File: config.mk
export PLATFORM = sky130hd
export DESIGN_NAME = sat_counter
export DESIGN_NICKNAME = d
export VERILOG_FILES = /design/src/rtl/sat_counter.sv
export SDC_FILE = /design/constraint.sdc
export NUM_CORES = 1
export LEC_CHECK = 0
export ABC_AREA = 1
export CAP_MARGIN = 40
export CORE_AREA = 2 2 99 101
export DETAILED_ROUTE_END_ITERATION = 10
export DIE_AREA = 0 0 101 103
export DONT_BUFFER_PORTS = 1
export GPL_TIMING_DRIVEN = 0
export PLACE_DENSITY = 0.49
export SLEW_MARGIN = 15
export SYNTH_ARGS = -nofsm -noshare
export SYNTH_HDL_FRONTEND = slang
export SYNTH_SLANG_ARGS = --single-unit
File: constraint.sdc
create_clock -name clk_bufr -period 1.8 [get_ports clk_bufr]
set_input_delay 0.36 -clock clk_bufr [delete_from_list [all_inputs] [get_ports clk_bufr]]
set_output_delay 0.36 -clock clk_bufr [all_outputs]
set_load 0.05 [all_outputs]
File: src/rtl/sat_counter.sv
// Width-parameterised saturating event counter with synchronous clear (clear wins over increment).
module sat_counter #(
  parameter int W = 32
) (
  input  logic         clk_bufr,
  input  logic         data_path_rst,
  input  logic         clr,
  input  logic         inc,
  output logic [W-1:0] count
);

  logic [W-1:0] count_q, count_d;

  always_comb begin
    count_d = count_q;
    if (clr) begin
      count_d = '0;
    end else if (inc && (count_q != {W{1'b1}})) begin
      count_d = count_q + W'(1);
    end
  end

  always_ff @(posedge clk_bufr or posedge data_path_rst) begin
    if (data_path_rst) count_q <= '0;
    else               count_q <= count_d;
  end

  assign count = count_q;

endmodule

==> results <==
critical path, cell delays in order (launching register included):
cell and delay (ps):
dfrtp_2 560, ha_4 210, nand2_4 60, nor2_4 150
nand2_4 80, nor2_8 100, nand2_4 70, nand2_8 90
nand2_8 70, buf_8 150, buf_6 130, nand2_2 60
o21ai_2 50
cell families after synthesis:
kind of cell,share of synthesized area
adders and majority gates,0.00550
buffers and inverters,0.0825
xor gates and xnor gates,0.0154
and+or+nand+nor,0.489
DFF,0.352
AOI/OAI and AO/OA,0.0556
repair_timing:
| item | in CTS | in global routing |
|---|---|---|
| gates resized for setup | 52 | 49 |
| hold buffers | 0 | 0 |
| pin swaps | 10 | 11 |
| cloned | 2 | 2 |
| endpoints found under the setup margin | 31 | 32 |
| buffers inserted | 9 | 6 |
per-layer routing:
metal | GRT usage | up-vias | wire length, um
li1 | - | 1172 | -
met4 | 0.0426 | 0 | 105
met1 | 0.190 | 1104 | 3550
met2 | 0.254 | 57 | 3440
met3 | 0.0495 | 11 | 484
met5 | 0 | - | 0
power breakdown:
| part | total (mW) | leakage [nW] | switching [mW] | internal, mW |
|---|---|---|---|---|
| Clock | 0.552 | 0.0410 | 0.288 | 0.263 |
| Combinational | 0.146 | 0.887 | 0.0884 | 0.0573 |
| Sequential | 0.744 | 0.388 | 0.0209 | 0.723 |
| Total | 1.44 | 1.32 | 0.398 | 1.04 |
through the flow:
step,setup WS (ps),TNS [ps]
after global routing,-159,-2930
after detailed placement,-458,-9010
after floorplan,-28.3,-192
final,-75.9,-762
after global placement,-454,-8990
after CTS,-61.9,-744
cells in the mapped netlist (all sizes together):
cell type    n
clkbuf       3
nand4       10
o21bai       2
nand2      150
nor2        61
a21oi        3
dfrtp       32
nand3b       1
xnor2        1
or2          1
ha           1
nand3       30
nor3         2
o21ai       17
clkinv       1
buf          5
xor2         3
inv         35
and2         2
worst min path at each step:
stage / to / slack, ps / cells past startpoint
after CTS: count[15] / 100 / 1
after detailed placement: count[20] / 420 / 1
after global placement: count[2] / 540 / 3
final: count[15] / 70 / 1
after floorplan: count[20] / 470 / 1
after global routing: count[18] / 130 / 1
final cells by class:
cell class / instances / share of cell area
Timing Repair Buffer: 17 / 0.0649
Buffer: 8 / 0.0288
Multi-Input combinational cell: 284 / 0.497
Clock buffer: 6 / 0.0238
Tap cell: 114 / 0.0468
Clock inverter: 1 / 0.00164
Sequential cell: 32 / 0.288
Inverter: 36 / 0.0485
==> impl_results.md <==
- GR Overflow Total: 0
- Initial antenna violation count: 0
- Clock transition at path regs: 70 ps
- Worst Setup SP: count[0]
- CTS tree: built
- Most frequent cells in the layout: 113 x nand2_1, 45 x nor2_1, 33 x inv_1, 30 x nand3_1, 25 x nand2_2
- Commonest non-fill, non-tap cell in the layout: nand2_1
- Max Cap Violations: 0
- Post-Syn Nets: approximately 370
- Diode count: 0
- Tightest Hold Check Type: in -> async
- Horizontal die dimension: slightly above 100 um
- Filler instances: between 1,000 and 1,500
- CP Launch Type: register
- GRT Resource Usage Total: 0.152
- Required time of the worst setup path: around 2000 ps
- Area Growth Syn to Fin: 33.9%
- Overall routed net length: roughly 7600 um
- Vias in the first global route: between 2,000 and 2,500
- Dominant cell type by area after synthesis: dfrtp_1
- Full die area: 10,400 um^2
- Bufs on Longest Clock Path: 2
- # setup viols final: 15
- Fraction of layout cells with a size suffix above 1: 0.323
- RSZ-0062 raised after global routing: true
- Cell Pwr Density: 473 nW/um^2
- First-pass GRT wire length: ~12,000 um
- Yosys cell types: 29
- Synth Register Bits: 32
- Seq. cell area: ~880 um^2
- Finished Layout Cells: 498
- Core Area: ~9500 um^2
- Max reg flops: 32
- Port bufs: 0
- Final Max Slew Viols: 0
- Total power: 1.44 mW
- Hold_ws: roughly 72 ps
- Final worst setup slack: -75.9 ps
- Initial DRC Count: 120
- VDD IR-drop max: around 0.22 mV
- Vias per std cell: 4.71
- Status: finished, violations left
- Post-synthesis cell area: roughly 2300 um^2
- Gp weighted congestion: ~0.85
- Minimum clock period: between 1500 and 2000 ps
- Fin. Hold Viols: 0
- Starting Density: 0.240
- First-pass detailed-route iteration total: 7
- Final HPWL from detailed placement: around 5200 um
- Sequential share of the synthesized area: 0.352
- Setup crit end: count[12]
- Failing checks: negative setup slack
- Worst-Margin Slew: between 700 and 800 ps
- Reg2Reg Setup Slack: -80 ps
- Tcrit/Tclk final: 1.04
- Worst-path maximum fanout: 4
- Antenna viol nets, final: 0
- Crit Reg-Reg Endpoint: count[12]
- Area of the multi-input gates: ~1500 um^2
- FP Rows: 36
- CTS root buf: clkbuf_8
- Residual DRC: 0
- DR vias: 2,344
- CTS buffer count: 5
- CP Class: reg -> reg
- Finished Cell Area: 3050 um^2
- Critical Path Sink Type: register
- Core Util, Final: 0.322
- Share of the synthesized area in the top cell type: 0.352
- Post-Syn Area per Cell: between 6 and 7 um^2
- Reg2reg start: count[0]
- Area contributors post-synth: dfrtp_1 35%, nand2_1 24%, nor2_1 9.1%
- P_leak: 1.32 nW
- Clk Latency, worst-skew pair: 290 ps
- Mapped Cells: 360
- Clock Sinks: 32
- DP Area: approximately 2500 um^2
- Max Clk Rate: 0.533 GHz
- Die Y: a little over 100 um
- R2r worst-path depth: 12
- Crit path DAT: a little over 2000 ps
- Largest net degree at the start of global routing: 33
- Clock Skew: ~7.6 ps
- NumNets Final: slightly below 400
- DR WL/cell: around 15 um
- Max transition margin: 0.515
- YS warnings: 0
- Inst Count DP: approximately 470
- Htree depth: 2
- Boundary Pins: 36
(Power assumes the default switching activity.)
